[src/rtl/serial_link_peer_if.sv]
// serial_link_peer_if
//   Signal bundle between the link-cable peer model and whatever drives it.
//   The slave modport is the peer's view; the master modport is the view of
//   the environment that plays the DMG side and issues peer commands.
//
//   sck_in      DMG serial clock as seen on the cable
//   sout_in     DMG serial out (SO), sampled by the peer
//   sin_out     peer serial data toward DMG SI
//   sck_out     serial clock generated by the peer
//   sck_oe      peer is driving SCK
//   master_mode 0 = follow sck_in, 1 = peer generates the clock
//   start       one-cycle pulse, begins a master-mode transfer
//   tx_data     next byte to send
//   tx_load     one-cycle pulse, latches tx_data
//   rx_data     last complete byte received
//   rx_valid    one-cycle pulse when rx_data updates
//   busy        transfer in progress
interface serial_link_peer_if;
  logic       sck_in;
  logic       sout_in;
  logic       sin_out;
  logic       sck_out;
  logic       sck_oe;
  logic       master_mode;
  logic       start;
  logic [7:0] tx_data;
  logic       tx_load;
  logic [7:0] rx_data;
  logic       rx_valid;
  logic       busy;

  modport slave (
    input  sck_in, sout_in, master_mode, start, tx_data, tx_load,
    output sin_out, sck_out, sck_oe, rx_data, rx_valid, busy
  );

  modport master (
    output sck_in, sout_in, master_mode, start, tx_data, tx_load,
    input  sin_out, sck_out, sck_oe, rx_data, rx_valid, busy
  );
endinterface

[src/rtl/serial_link_peer.sv]
// serial_link_peer
//   Cycle-based model of the device at the far end of the DMG link cable.
//   Exchanges one byte per transfer, MSB first. In slave mode it follows the
//   DMG's SCK (through a 2-flop synchronizer); in master mode it generates
//   SCK itself with SCK_HALF clk cycles per half period.
//
//   clk   sampling clock, all state changes on its rising edge
//   nrst  asynchronous active-low reset
//   link  serial_link_peer_if.slave, see the interface file for signals
module serial_link_peer #(
  parameter int unsigned SCK_HALF  = 256,
  parameter logic [7:0]  IDLE_BYTE = 8'hFF
) (
  input logic               clk,
  input logic               nrst,
  serial_link_peer_if.slave link
);

  localparam int unsigned           HALF_W    = $clog2(SCK_HALF);
  localparam logic [HALF_W-1:0]     HALF_LAST = HALF_W'(SCK_HALF - 1);

  localparam logic [1:0] ST_IDLE     = 2'd0;
  localparam logic [1:0] ST_SHIFT    = 2'd1;
  localparam logic [1:0] ST_RUN_LOW  = 2'd2;
  localparam logic [1:0] ST_RUN_HIGH = 2'd3;

  logic [1:0]        state_q,   state_d;
  logic [7:0]        shreg_q,   shreg_d;
  logic [2:0]        bitcnt_q,  bitcnt_d;
  logic [HALF_W-1:0] halfCnt_q, halfCnt_d;
  logic              sinOut_q,  sinOut_d;
  logic [7:0]        held_q,    held_d;
  logic              pending_q, pending_d;
  logic [7:0]        rxData_q,  rxData_d;
  logic              rxValid_q, rxValid_d;
  logic              syncA_q, syncB_q, sckPrev_q;

  logic       sckRise, sckFall;
  logic       doRise, doFall, abort, completing;
  logic [7:0] shifted;

  // Edges are taken from the synchronized SCK only; the flops reset high to
  // match an idle (high) clock line so release of reset creates no edge.
  assign sckRise = syncB_q & ~sckPrev_q;
  assign sckFall = ~syncB_q & sckPrev_q;

  always_ff @(posedge clk or negedge nrst) begin
    if (!nrst) begin
      syncA_q   <= 1'b1;
      syncB_q   <= 1'b1;
      sckPrev_q <= 1'b1;
    end else begin
      syncA_q   <= link.sck_in;
      syncB_q   <= syncA_q;
      sckPrev_q <= syncB_q;
    end
  end

  always_comb begin
    state_d    = state_q;
    shreg_d    = shreg_q;
    bitcnt_d   = bitcnt_q;
    halfCnt_d  = halfCnt_q;
    sinOut_d   = sinOut_q;
    held_d     = held_q;
    pending_d  = pending_q;
    rxData_d   = rxData_q;
    rxValid_d  = 1'b0;
    doRise     = 1'b0;
    doFall     = 1'b0;
    abort      = 1'b0;
    completing = 1'b0;
    shifted    = {shreg_q[6:0], link.sout_in};

    case (state_q)
      ST_IDLE: begin
        // Keep the registered bit in step with shreg[7] so leaving IDLE
        // never glitches sin_out.
        sinOut_d = shreg_q[7];
        if (link.master_mode) begin
          if (link.start) begin
            state_d   = ST_RUN_LOW;
            halfCnt_d = '0;
          end
        end else if (sckRise || sckFall) begin
          state_d = ST_SHIFT;
          doRise  = sckRise;
        end
      end
      ST_SHIFT: begin
        if (link.master_mode) begin
          abort = 1'b1;
        end else begin
          doRise = sckRise;
          doFall = sckFall;
        end
      end
      ST_RUN_LOW: begin
        if (!link.master_mode) begin
          abort = 1'b1;
        end else if (halfCnt_q == HALF_LAST) begin
          state_d   = ST_RUN_HIGH;
          halfCnt_d = '0;
          doRise    = 1'b1;
        end else begin
          halfCnt_d = halfCnt_q + HALF_W'(1);
        end
      end
      ST_RUN_HIGH: begin
        if (!link.master_mode) begin
          abort = 1'b1;
        end else if (halfCnt_q == HALF_LAST) begin
          halfCnt_d = '0;
          // bitcnt has wrapped to 0 only after the 8th sample
          if (bitcnt_q == 3'd0) begin
            state_d = ST_IDLE;
          end else begin
            state_d = ST_RUN_LOW;
            doFall  = 1'b1;
          end
        end else begin
          halfCnt_d = halfCnt_q + HALF_W'(1);
        end
      end
      default: state_d = ST_IDLE;
    endcase

    if (doFall) begin
      sinOut_d = shreg_q[7];
    end

    if (doRise) begin
      shreg_d  = shifted;
      bitcnt_d = bitcnt_q + 3'd1;
      if (bitcnt_q == 3'd7) begin
        completing = 1'b1;
        rxData_d   = shifted;
        rxValid_d  = 1'b1;
        shreg_d    = pending_q ? held_q : IDLE_BYTE;
        pending_d  = 1'b0;
        // Master mode still owes the last high phase before going idle.
        if (!state_q[1]) begin
          state_d = ST_IDLE;
        end
      end
    end

    // A mode change mid-transfer drops the byte; shreg keeps its partial
    // contents by design.
    if (abort) begin
      state_d   = ST_IDLE;
      bitcnt_d  = '0;
      halfCnt_d = '0;
    end

    // Loads go straight into shreg whenever no bits of a transfer remain
    // to be shifted; otherwise they wait in held_q for the transfer end.
    if (link.tx_load) begin
      if (state_q == ST_IDLE || completing ||
          (state_q == ST_RUN_HIGH && bitcnt_q == 3'd0)) begin
        shreg_d = link.tx_data;
      end else begin
        held_d    = link.tx_data;
        pending_d = 1'b1;
      end
    end
  end

  always_ff @(posedge clk or negedge nrst) begin
    if (!nrst) begin
      state_q   <= ST_IDLE;
      shreg_q   <= IDLE_BYTE;
      bitcnt_q  <= '0;
      halfCnt_q <= '0;
      sinOut_q  <= 1'b1;
      held_q    <= IDLE_BYTE;
      pending_q <= 1'b0;
      rxData_q  <= 8'h00;
      rxValid_q <= 1'b0;
    end else begin
      state_q   <= state_d;
      shreg_q   <= shreg_d;
      bitcnt_q  <= bitcnt_d;
      halfCnt_q <= halfCnt_d;
      sinOut_q  <= sinOut_d;
      held_q    <= held_d;
      pending_q <= pending_d;
      rxData_q  <= rxData_d;
      rxValid_q <= rxValid_d;
    end
  end

  assign link.sin_out  = (state_q == ST_IDLE) ? shreg_q[7] : sinOut_q;
  assign link.sck_oe   = state_q[1];
  assign link.sck_out  = (state_q != ST_RUN_LOW);
  assign link.rx_data  = rxData_q;
  assign link.rx_valid = rxValid_q;
  assign link.busy     = (bitcnt_q != 3'd0) || state_q[1];

endmodule
[src/flat_wrapper.sv]
// flat-port wrapper written by rule: the top's interface ports become plain ports
module serial_link_peer_flat 
#(
  parameter int unsigned SCK_HALF  = 256,
  parameter logic [7:0]  IDLE_BYTE = 8'hFF
)
  (clk, nrst, link_sck_in, link_sout_in, link_master_mode, link_start, link_tx_data, link_tx_load, link_sin_out, link_sck_out, link_sck_oe, link_rx_data, link_rx_valid, link_busy);
  serial_link_peer_if link_i ();
  input logic clk;
  input logic nrst;
  input wire logic [$bits(link_i.sck_in)-1:0] link_sck_in;
  input wire logic [$bits(link_i.sout_in)-1:0] link_sout_in;
  input wire logic [$bits(link_i.master_mode)-1:0] link_master_mode;
  input wire logic [$bits(link_i.start)-1:0] link_start;
  input wire logic [$bits(link_i.tx_data)-1:0] link_tx_data;
  input wire logic [$bits(link_i.tx_load)-1:0] link_tx_load;
  output wire logic [$bits(link_i.sin_out)-1:0] link_sin_out;
  output wire logic [$bits(link_i.sck_out)-1:0] link_sck_out;
  output wire logic [$bits(link_i.sck_oe)-1:0] link_sck_oe;
  output wire logic [$bits(link_i.rx_data)-1:0] link_rx_data;
  output wire logic [$bits(link_i.rx_valid)-1:0] link_rx_valid;
  output wire logic [$bits(link_i.busy)-1:0] link_busy;
  assign link_i.sck_in = link_sck_in;
  assign link_i.sout_in = link_sout_in;
  assign link_i.master_mode = link_master_mode;
  assign link_i.start = link_start;
  assign link_i.tx_data = link_tx_data;
  assign link_i.tx_load = link_tx_load;
  assign link_sin_out = link_i.sin_out;
  assign link_sck_out = link_i.sck_out;
  assign link_sck_oe = link_i.sck_oe;
  assign link_rx_data = link_i.rx_data;
  assign link_rx_valid = link_i.rx_valid;
  assign link_busy = link_i.busy;
  serial_link_peer #(.SCK_HALF(SCK_HALF), .IDLE_BYTE(IDLE_BYTE)) u_core (.clk(clk), .nrst(nrst), .link(link_i));
endmodule
[config.mk]
export PLATFORM = sky130hd
export DESIGN_NAME = serial_link_peer_flat
export DESIGN_NICKNAME = d
export VERILOG_FILES = /design/src/rtl/serial_link_peer_if.sv /design/src/rtl/serial_link_peer.sv /design/src/flat_wrapper.sv
export SDC_FILE = /design/constraint.sdc
export NUM_CORES = 1
export LEC_CHECK = 0
export ABC_AREA = 1
export CAP_MARGIN = 20
export CELL_PAD_IN_SITES_DETAIL_PLACEMENT = 1
export CELL_PAD_IN_SITES_GLOBAL_PLACEMENT = 1
export CORE_MARGIN = 2
export CORE_UTILIZATION = 40
export CTS_BUF_LIST = sky130_fd_sc_hd__clkbuf_4 sky130_fd_sc_hd__clkbuf_8 sky130_fd_sc_hd__clkbuf_16
export DETAILED_ROUTE_END_ITERATION = 10
export PLACE_DENSITY = 0.78
export SYNTH_ARGS = -nofsm -noshare
export SYNTH_HDL_FRONTEND = slang
export SYNTH_SLANG_ARGS = --single-unit
[constraint.sdc]
create_clock -name clk -period 3.53 [get_ports clk]
set_input_delay 0.353 -clock clk [delete_from_list [all_inputs] [get_ports clk]]
set_output_delay 0.353 -clock clk [all_outputs]
set_load 0.03 [all_outputs]
---- Word level (Yosys, flattened, before mapping) ----
Index checks and enable logic that the tools add are counted.
word-level totals
  flip-flop bits (word level) ............. 43
  output and inout bits ................... 13
operators by class
  $add $sub $neg .......................... 2
  equality and inequality tests ........... 9
  multiplexer cells ....................... 48
  bitwise operators ....................... 5
  reduce and logical (&&, ||, !) cells .... 14
operators with widths
  kind                   count
  $mux W8                10
  $mux W2                12
  $mux W1                19
  $pmux W8 S2            1
  $add A8 B1 Y8 const B  1
  $eq A8 B8 Y1 const B   1
  $mux W3                2
  $ne A3 B2 Y1 const B   2
  $pmux W2 S3            1
  $reduce_bool A3 Y1     2
  $eq A2 B2 Y1 const B   2
  $logic_or A1 B1 Y1     4
  $pmux W1 S2            2
  $reduce_and A2 Y1      2
  $reduce_and A4 Y1      1
  $add A3 B1 Y3 const B  1
  $eq A3 B3 Y1 const B   1
  $logic_not A3 Y1       1
  $ne A3 B1 Y1 const B   1
  $not A1 Y1             3
  $pmux W1 S3            1
  $and A1 B1 Y1          2
  $eq A2 B1 Y1 const B   1
  $logic_not A2 Y1       1
  4 further kinds        4

---- Depth between registers and ports, before layout ----
  word-level depth ........................ 11
  mapped depth ............................ 10
  mapped depth without buffers ............ 10

---- Worst setup path after synthesis ----
OpenSTA, ideal clock, no wires.
  kind .................................... reg2out
  from .................................... register u_core.state_q[1]
  to ...................................... output link_sin_out
  arrival time ............................ 1509 ps
  required time ........................... 3177 ps
  slack ................................... 1668 ps
  stages on the path, launching flop included .. 4
  path buffers ............................ 0
  cell sequence ........................... dfrtp_1 > inv_2 > nand2_1 > o21ai_0
on the way
  cells in the longest elaborated chain, start to end .. 2
ends and longest elaborated chain
  item                      line                     RTL
  start: declaration        serial_link_peer.sv:27   logic [1:0] state_q, state_d;
  start signal: assignment  serial_link_peer.sv:181  state_q <= state_d;
  $logic_not A2 Y1          serial_link_peer.sv:193  assign link.sin_out = (state_q == ST_IDLE) ? shreg_q[7] : sinOut_q;
  $mux W1                   serial_link_peer.sv:193
  end: declaration          flat_wrapper.sv:17       output wire logic [$bits(link_i.sin_out)-1:0] link_sin_out;
No other way between the ends.

---- Worst setup path in the final report ----
  from .................................... register u_core.halfCnt_q[0]
  to ...................................... register u_core.shreg_q[3]
on the way
  cells in the longest elaborated chain, start to end .. 9
  elaborated cells on any way between the ends .. 10
  classes of those cells .................. 1 x eq/ne; 7 x mux; 2 x reduce/logical
ends and longest elaborated chain
  item                              line                     RTL
  start: declaration                serial_link_peer.sv:30   logic [HALF_W-1:0] halfCnt_q, halfCnt_d;
  start signal: assignment          serial_link_peer.sv:184  halfCnt_q <= halfCnt_d;
  $eq A8 B8 Y1 (*)                  serial_link_peer.sv:101  end else if (halfCnt_q == HALF_LAST) begin
  $mux W1 (*)                       serial_link_peer.sv:101
  $mux W1 (*)                       serial_link_peer.sv:99   if (!link.master_mode) begin
  $pmux W1 S3 (*)                   serial_link_peer.sv:75   case (state_q)
  $mux W1                           serial_link_peer.sv:132  if (doRise) begin
  $logic_or A1 B1 Y1 (2 in series)  serial_link_peer.sv:159  if (state_q == ST_IDLE || completing ||
  $mux W8                           serial_link_peer.sv:159
  $mux W8 (*)                       serial_link_peer.sv:158  if (link.tx_load) begin
  net u_core.shreg_d[3]             serial_link_peer.sv:28   logic [7:0] shreg_q, shreg_d;
  end signal: assignment            serial_link_peer.sv:182  shreg_q <= shreg_d;
  end: declaration                  serial_link_peer.sv:28
The timed path passes the listed nets; every way through them passes the cells marked *.
A chain may end at the register's enable or synchronous reset.

==> metrics.log <==
[metrics] total of buffers placed on input and output ports: 27
[metrics] top-level I/O count: 28
[metrics] via count of the first global-routing pass: around 1900
[metrics] number of clock sinks: 43
[metrics] setup clock skew after layout: approximately 0.0052 ns
[metrics] share of the synthesized area in the top cell type: around a quarter
[metrics] Synth area leaders: sky130_fd_sc_hd__dfrtp_1 26%, sky130_fd_sc_hd__dfstp_2 24%, sky130_fd_sc_hd__nand2_1 14%
[metrics] Synth async-reset ratio: 100%
[metrics] H-tree level count: 2
[metrics] number of violations of the max-capacitance limit: 0
[metrics] clock tree from TritonCTS: built
[metrics] largest net degree at the start of global routing: 44
[metrics] final max-slew violation count: 0
[metrics] worst min path class: input port to asynchronous set/reset pin
[metrics] number of remaining DRC errors: 0
[metrics] critical path start-end classification: register to register
[metrics] starting utilization of the core area: between 40% and 50%
[metrics] Syn Inst Count: about 270
[metrics] most frequent cell after synthesis: sky130_fd_sc_hd__nand2_1
[metrics] post-synthesis sequential element count: between 40 and 50
[metrics] total wirelength of the detailed-routed design: 5140 um
[metrics] placement-stage worst setup slack: between 0.8 and 0.9 ns
[metrics] Std-Cell Rows: 26
[metrics] count of yosys warnings during synthesis: 0
[metrics] die height: around 80 um
[metrics] drt pass-1 iters: 4
[metrics] type of element launching the critical path: register
[metrics] initial antenna violation count: 0
[metrics] Post-Syn Area per Cell: 8.28 um2
[metrics] result of the run: complete, no violations
[metrics] clock insertion delay at the later pin of the skew report: approximately 0.29 ns
[metrics] number of synthesized flops with an enable pin: 0
[metrics] final-report hold violation count: 0
[metrics] number of fillers in the final layout: between 600 and 700
[metrics] Syn Std Cell Area: around 0.0022 mm2
[metrics] clock-pin slew reported for the worst setup and hold paths after clock tree synthesis: 0.08 ns
[metrics] total congestion overflow: 0
[metrics] total power: between 1.5 and 2 mW
[metrics] setup repair bufs after CTS: 0
[metrics] sequential standard cell area: 0.00110 mm2
[metrics] maximum achievable frequency: slightly above 400 MHz
[metrics] tightest slew margin relative to the limit: 38.8%
[metrics] endpoint class of the critical path: register
[metrics] Final period util: 70.3%
[metrics] final core occ: between 40 and 50%
[metrics] count of cell types in the netlist: 28
[metrics] Non-Filler Instances: between 300 and 400
[metrics] weighted congestion at the end of routability-driven global placement: a little over 0.8
[metrics] area growth from synthesis to layout: 18.5%
[metrics] cell type with the largest total area after synthesis: sky130_fd_sc_hd__dfrtp_1
[metrics] data arrival time of the worst path: 2.70 ns
[metrics] setup repair after global routing missed its margin: no
[metrics] number of setup violations in the final report: 0
[metrics] diodes inserted: 0
[metrics] final design instance area without fill: 0.00260 mm2
[metrics] Min Clock Period, post-route: 2.48 ns
[metrics] share of synthesized area occupied by flip-flops and latches: 50.2%
[metrics] vias per inst: between 4 and 5
[metrics] slew at the pin closest to its max-slew limit: between 0.9 and 1 ns
[metrics] Sum Neg Setup Slack: 0 ns
[metrics] area of combinational cells with multiple inputs: 943 um2
[metrics] total of cells resized after clock tree synthesis: 0
[metrics] mean routed wirelength per cell: approximately 14 um
[metrics] horizontal die dimension: between 70 and 80 um
[metrics] instance area after placement: roughly 0.0025 mm2
[metrics] deepest clock path buffer count: 2
[metrics] most used flip-flop cell after synthesis: sky130_fd_sc_hd__dfrtp_1
[metrics] remaining antenna violation count: 0
[metrics] leakage power total: roughly 1.2 nW
[metrics] number of clock buffers inserted by TritonCTS: 5
[metrics] number of buffers inserted for hold repair after clock tree synthesis: 0
[metrics] vias post-DR: 1814
[metrics] Final nets: roughly 310
[metrics] share of post-route cells with drive strength above 1: approximately 15%
[metrics] WP data required: approximately 3.8 ns
[metrics] number of DRC markers in iteration 0: just under 70
[metrics] worst-case vdd ir drop: 0.284 mV
[metrics] area of the core: ~0.0052 mm2
[metrics] Die Footprint: 0.00609 mm2
[metrics] maximum fanout along the worst path: 28
[metrics] PnR worst setup slack: approximately 1.0 ns
[metrics] Syn Nets: 286
[metrics] most common library cells after synthesis: 80 x sky130_fd_sc_hd__nand2_1, 29 x sky130_fd_sc_hd__inv_1, 29 x sky130_fd_sc_hd__o21ai_0
[metrics] first-pass GRT wire length: 8790 um
[metrics] cell count after placement: between 300 and 400
[metrics] total global routing track utilization: 18.4%
[metrics] DP HPWL: 3820 um
[metrics] root buffer cell: sky130_fd_sc_hd__clkbuf_8
[metrics] Hold Worst Slack: 0.193 ns
[metrics] Cell Pwr Density: ~600 mW/mm2
## cells by family (layout without fill, tap and decap cells)
kind of cell / Yosys count / after routing / synth area share [%]
fa+ha+maj: 6 / 6 / 3.42
compound gates: 51 / 51 / 13.9
flops: 43 / 43 / 50.2
xor+xnor: 1 / 1 / 0.399
buf+inv: 37 / 65 / 6.79
simple gates: 127 / 127 / 25.3
## per-layer routing
layer | vias up | track usage (%) | share of wire (%)
li1 | 915 | - | -
met1 | 864 | 25.0 | 49
met4 | 0 | 5.79 | 1.7
met5 | - | 0 | 0
met3 | 7 | 3.79 | 3.0
met2 | 28 | 29.7 | 46
## worst paths after layout
check	start	endpoint	slack [ns]	depth (start not counted)
worst max register to register	u_core.halfCnt_q[0]	u_core.shreg_q[3]	1.05	10
worst min-delay path	nrst	u_core.link.rx_data[4]	0.19	1
worst max-delay path	u_core.halfCnt_q[0]	u_core.shreg_q[3]	1.05	10
worst min register to register	u_core.syncA_q	u_core.syncB_q	0.36	0
min in group clk	u_core.syncA_q	u_core.syncB_q	0.36	0
max in group asynchronous	nrst	u_core.bitcnt_q[0]	2.77	1
## layout by cell type, fill, tap and decap left out
cell type / instances
sky130_fd_sc_hd__a21boi_4: 1
sky130_fd_sc_hd__a21oi_1: 7
sky130_fd_sc_hd__a311oi_1: 1
sky130_fd_sc_hd__a31oi_1: 1
sky130_fd_sc_hd__a32o_1: 1
sky130_fd_sc_hd__buf_2: 1
sky130_fd_sc_hd__clkbuf_4: 2
sky130_fd_sc_hd__clkbuf_8: 5
sky130_fd_sc_hd__clkdlybuf4s50_1: 26
sky130_fd_sc_hd__clkinv_2: 1
sky130_fd_sc_hd__dfrtp_1: 23
sky130_fd_sc_hd__dfstp_2: 20
sky130_fd_sc_hd__ha_1: 6
sky130_fd_sc_hd__inv_1: 29
sky130_fd_sc_hd__inv_2: 1
sky130_fd_sc_hd__nand2_1: 80
sky130_fd_sc_hd__nand2_4: 3
sky130_fd_sc_hd__nand3_1: 12
sky130_fd_sc_hd__nand3_2: 1
sky130_fd_sc_hd__nand4_1: 10
sky130_fd_sc_hd__nor2_1: 18
sky130_fd_sc_hd__nor2_2: 2
sky130_fd_sc_hd__nor3b_1: 1
sky130_fd_sc_hd__o211ai_1: 1
sky130_fd_sc_hd__o21ai_0: 29
sky130_fd_sc_hd__o21ai_1: 3
sky130_fd_sc_hd__o21ai_2: 6
sky130_fd_sc_hd__o22ai_1: 1
sky130_fd_sc_hd__xor2_1: 1
## layout make-up
cell class	count	area share (%)
well taps	70	3.37
flip-flops and latches	43	42.4
inverters	30	4.33
clock inverters	1	0.193
multi-input cells	185	36.3
repair buffers	27	10.2
clock buffers	7	3.23
## power by group
group / total (mW) / switching (mW) / internal, mW
Sequential: 0.728 / 0.0595 / 0.668
Combinational: 0.530 / 0.354 / 0.176
Clock: 0.316 / 0.162 / 0.154
## sequential cells by signal, summed over array words and instances, names as in the netlist, 2 cells and up
register / flops
u_core.held_q: 8
u_core.bitcnt_q: 3
u_core.link.rx_data: 8
u_core.shreg_q: 8
u_core.state_q: 2
u_core.halfCnt_q: 8
## worst max-delay path, stage by stage (launching register included)
cell	delay (ns)
sky130_fd_sc_hd__dfrtp_1	0.40
sky130_fd_sc_hd__ha_1	0.18
sky130_fd_sc_hd__nand2_1	0.08
sky130_fd_sc_hd__nor2_2	0.21
sky130_fd_sc_hd__nand4_1	0.17
sky130_fd_sc_hd__nand2_1	0.50
sky130_fd_sc_hd__nand2_4	0.37
sky130_fd_sc_hd__nand2_4	0.23
sky130_fd_sc_hd__nand2_4	0.10
sky130_fd_sc_hd__nand2_1	0.10
sky130_fd_sc_hd__nand2_1	0.07
Note: power is estimated with default switching activity, not from simulation.
==> RTL edit 1 (same flow settings) <==
`SCK_HALF` is set to 256 in 2 places; all go to 128.
--- a/src/rtl/serial_link_peer.sv
+++ b/src/rtl/serial_link_peer.sv
@@ -9,5 +9,5 @@
 //   link  serial_link_peer_if.slave, see the interface file for signals
 module serial_link_peer #(
-  parameter int unsigned SCK_HALF  = 256,
+  parameter int unsigned SCK_HALF  = 128,
   parameter logic [7:0]  IDLE_BYTE = 8'hFF
 ) (
--- a/src/flat_wrapper.sv
+++ b/src/flat_wrapper.sv
@@ -2,5 +2,5 @@
 module serial_link_peer_flat 
 #(
-  parameter int unsigned SCK_HALF  = 256,
+  parameter int unsigned SCK_HALF  = 128,
   parameter logic [7:0]  IDLE_BYTE = 8'hFF
 )
Check against the original RTL: same outputs for any inputs over 10 cycles, from zero or initial values and one cycle with nrst low; that may be too few to reach the edited logic, so the function may still have changed.
==> RTL edit 1 against the unedited design <==
Synthesized area grew 2.1%. Final cell count fell by 2.8%. Cell area is 2.5% higher. Count of clock-buffer cells in the layout decreased by 1. Routed wire length up 2.2%. Global-route usage up 0.099 points. Sequential cell count is 1 lower. Via count fell by 2.1%. Total power rose by 24%. Clock skew rose by 0.0035 ns. Worst setup slack improved by 0.026 ns. Critical endpoint is now link_sin_out.
==> RTL edit 1: results (changes against the unedited design) <==
[finish]
finalNonFillerCells=353  ; -2.8%
register_area_sq_mm=0.001076  ; -2.3%
final_nets=301  ; -3.8%
fillerInstances=668  ; +5.9%

[routing]
wl_met2_mm=2.382  ; +0.93%
wl_met1_mm=2.642  ; +4.1%
via_per_inst=5.031  ; +0.68%
dr.first_iter.drc_count=124  ; +80%

[grt]
grt_max_degree=43  ; -2.3%
grtUsageMet3=0.04091  ; +0.002978
grt_pass1_vias=1769  ; -5.2%
use_met2=0.2795  ; -0.01706
grt_first_pass_wirelength_mm=8.818  ; +0.32%

[synth]
synth_commonest_cells=nand2_1, inv_1, o21ai_0
avgSynthCellArea_sq_um=8.818  ; +6.5%
syn_nets=275  ; -3.8%
post_synth_num_cell_types=31  ; +11%
synthTopCellsByArea=dfrtp_1, dfstp_2, nand2_1

[worst_setup_path]
worst_path_dominant_cell_family=buffers and inverters
cp_max_fo=10  ; -64%
reg2reg_slack_ns=1.29  ; +0.24 ns
worst_ep_arrival_time_ns=2.10  ; -0.60 ns
crit_slowest_cell=clkdlybuf4s50_1
r2r_end=u_core.state_q[0]

[placement]
dpl_cell_area_sq_mm=0.002521  ; +0.45%
dpl.hpwl_mm=3.783  ; -0.85%
gp_congestion=0.8561  ; +3.5%
place_ws_ns=1.081  ; +0.2388 ns

[pwr]
p_int_w=0.001223  ; +23%
p_leak_nw=1.207  ; -2.1%

[run_status]
status=completed

[sta]
fin_skew_ns=0.008740  ; +0.003532 ns

[RTL edit 1: cell count changes after synthesis, sizes merged, moves of 3 or more]
cell / before / now
nor2: 20 / 16
nand3: 13 / 18
o21ai: 38 / 41
nand2: 83 / 67
[RTL edit 1: worst max-delay path by stage]
| stage | startpoint | endpoint | slack [ns] | cells past startpoint |
|---|---|---|---|---|
| 2_1_floorplan | u_core.state_q[1] | link_sin_out | 1.85 | 5 |
| 3_3_place_gp | link_master_mode | u_core.pending_q | 1.18 | 7 |
| 3_5_place_dp | link_master_mode | u_core.pending_q | 1.08 | 7 |
| 4_1_cts | u_core.state_q[1] | link_sin_out | 1.05 | 5 |
| 5_1_grt | u_core.state_q[1] | link_sin_out | 0.97 | 5 |
| 6_report | u_core.state_q[1] | link_sin_out | 1.08 | 5 |
[RTL edit 1: cell families (layout without fill, tap and decap cells)]
kind of cell / count (synthesis) / after routing / share of synthesized area
AOI/OAI and AO/OA: 52 / 52 / 0.1497
DFF: 42 / 42 / 0.4804
buffers and inverters: 40 / 67 / 0.08659
and+or+nand+nor: 113 / 113 / 0.2458
adders and majority gates: 6 / 6 / 0.03352
xor gates and xnor gates: 1 / 1 / 0.003911
[RTL edit 1: cell type report]
type                            instances  share of cell area
Multi-Input combinational cell        172              0.3640
Clock inverter                          2             0.02255
Inverter                               32             0.04509
Timing Repair Buffer                   27             0.09958
Tap cell                               72             0.03382
Clock buffer                            6             0.03100
Sequential cell                        42              0.4039
[RTL edit 1: power by group through the flow]
stage | combinational, W | clock [W] | sequential (W)
floorplan | 0.000535 | 0 | 0.000729
global placement | 0.000704 | 0 | 0.000755
detailed placement | 0.000721 | 0 | 0.000762
CTS | 0.000732 | 0.000489 | 0.000754
global route | 0.000805 | 0.000509 | 0.000768
finish | 0.000719 | 0.000478 | 0.000752
==> RTL edit 2 (config.mk and constraints unchanged) <==
Without the edit above. Take the reset off `rxData_q` and load it in a clocked block of its own.
--- a/src/rtl/serial_link_peer.sv
+++ b/src/rtl/serial_link_peer.sv
@@ -176,5 +176,4 @@
       held_q    <= IDLE_BYTE;
       pending_q <= 1'b0;
-      rxData_q  <= 8'h00;
       rxValid_q <= 1'b0;
     end else begin
@@ -186,7 +185,10 @@
       held_q    <= held_d;
       pending_q <= pending_d;
-      rxData_q  <= rxData_d;
       rxValid_q <= rxValid_d;
     end
+  end
+
+  always_ff @(posedge clk) begin
+    rxData_q <= rxData_d;
   end
 
Function: no difference found for any inputs over 10 cycles, from zero or initial values and one cycle with nrst low; that may be too few to reach the edited logic, so the function may still have changed.
==> RTL edit 2 against the unedited design <==
Total power increased by 3.5%. Synthesized area is 3.1% lower. Register-to-register slack better by 0.37 ns. Via count fell by 5.9%. Worst setup slack better by 0.14 ns. Synthesized cell count fell by 7.9%. Sequential cell count stayed put. Routed wire length down 3.8%. Fmax is 5.9% higher. Die area fell by 2.9%. Cell area is 0.82% lower. Clock power grew 17%.
==> RTL edit 2: results (changes against the unedited design) <==
[placement]
gp_congestion=0.8014  ; -3.1%
dp.cells=337  ; -5.1%
dpl.hpwl_mm=3.715  ; -2.6%

[pwr]
ir_drop_mv=0.2661  ; -6.3%
p_leak_nw=1.175  ; -4.7%

[sta]
fin_skew_ns=0.003738  ; -0.001470 ns
tightest_slew_ns=0.6966  ; -0.2218 ns

[synth]
synthArstFlopShare=0.8140  ; -0.1860
post_synth_num_cell_types=31  ; +11%
synth_commonest_cells=nand2_1, inv_1, o21ai_0
syn_nets=265  ; -7.3%
synthTopCellsByArea=dfstp_2, dfrtp_1, nand2_1
synth-seq-area-share=0.5368  ; +0.03479
synth-edff-count=8  ; +8
syn_inst=244  ; -7.9%

[worst_setup_path]
worst_ep_arrival_time_ns=1.99  ; -0.71 ns
crit_slowest_cell=clkdlybuf4s50_1
worst_path_dominant_cell_family=buffers and inverters
slowest_delay_ns=0.73  ; +0.23 ns
cp_max_fo=7  ; -75%
r2r_cells=8  ; -2
cp-endpoint=link_sin_out
startpoint=u_core.state_q[1]
reg2reg_slack_ns=1.42  ; +0.37 ns

[routing]
dr.first_iter.drc_count=50  ; -28%
via_per_inst=4.948  ; -0.99%
num_vias=1707  ; -5.9%

[floorplan]
die_area_sq_mm=0.005914  ; -2.9%

[finish]
drive_gt1_frac=0.1418  ; -0.004939
fillerInstances=638  ; +1.1%
final_nets=295  ; -5.8%

[run_status]
status=completed

[grt]
grt_max_degree=36  ; -18%
grt_pass1_vias=1833  ; -1.8%
grt_first_pass_wirelength_mm=8.659  ; -1.5%
track_usage=0.1884  ; +0.004426

[worst_hold_path]
hp-class=register to register

RTL edit 2: changes by cell type after synthesis, moves of 2 or more:
cell,change
o21ai_2,-5
dfrtp_1,-8
o21ai_0,-8
inv_1,-2
nand2_1,-8
edfxtp_1,+8
xor2_1,+2
a21oi_1,+2
nand2_2,+2
RTL edit 2: kinds of logic after synthesis:
logic type	after synthesis	share of synthesized area
fa+ha+maj	6	0.03531
xor+xnor	3	0.01236
buf+inv	35	0.06475
compound gates	41	0.1148
simple gates	116	0.2360
flops	43	0.5368
RTL edit 2: where the power goes:
part,internal (W),leakage (nW),switching [W]
combinational,0.000180,0.637,0.000317
sequential,0.000693,0.482,0.0000688
clock,0.000207,0.0556,0.000164
total,0.00108,1.17,0.000549
RTL edit 2: area by class of cell:
type	instances	area (sq um)	area share
Clock inverter	3	38.79	0.01505
Inverter	29	108.9	0.04223
Timing Repair Buffer	29	285.3	0.1107
Multi-Input combinational cell	166	847.1	0.3286
Sequential cell	43	1141	0.4427
Clock buffer	5	68.82	0.02670
Tap cell	70	87.58	0.03398
RTL edit 2: through the flow:
stage	hold WS, ns	setup slack (ns)	instance area, sq um	utilization	total power, W
detailed placement	0.3469	1.291	2470	0.4836	0.001273
finish	0.3593	1.189	2577	0.5047	0.001630
CTS	0.3594	1.153	2577	0.5047	0.001655
global placement	0.3473	1.386	2470	0.4836	0.001251
global route	0.3687	1.018	2577	0.5047	0.001756
floorplan	0.05741	1.692	2126	-	0.001104
RTL edit 2: metal layers:
| metal | vias to the layer above | global-route usage | part of all wire |
|---|---|---|---|
| met1 | 823 | 0.2546 | 0.49 |
| li1 | 852 | - | - |
| met2 | 26 | 0.2956 | 0.46 |
| met3 | 6 | 0.04588 | 0.027 |
| met4 | 0 | 0.06545 | 0.016 |
| met5 | - | 0 | 0 |
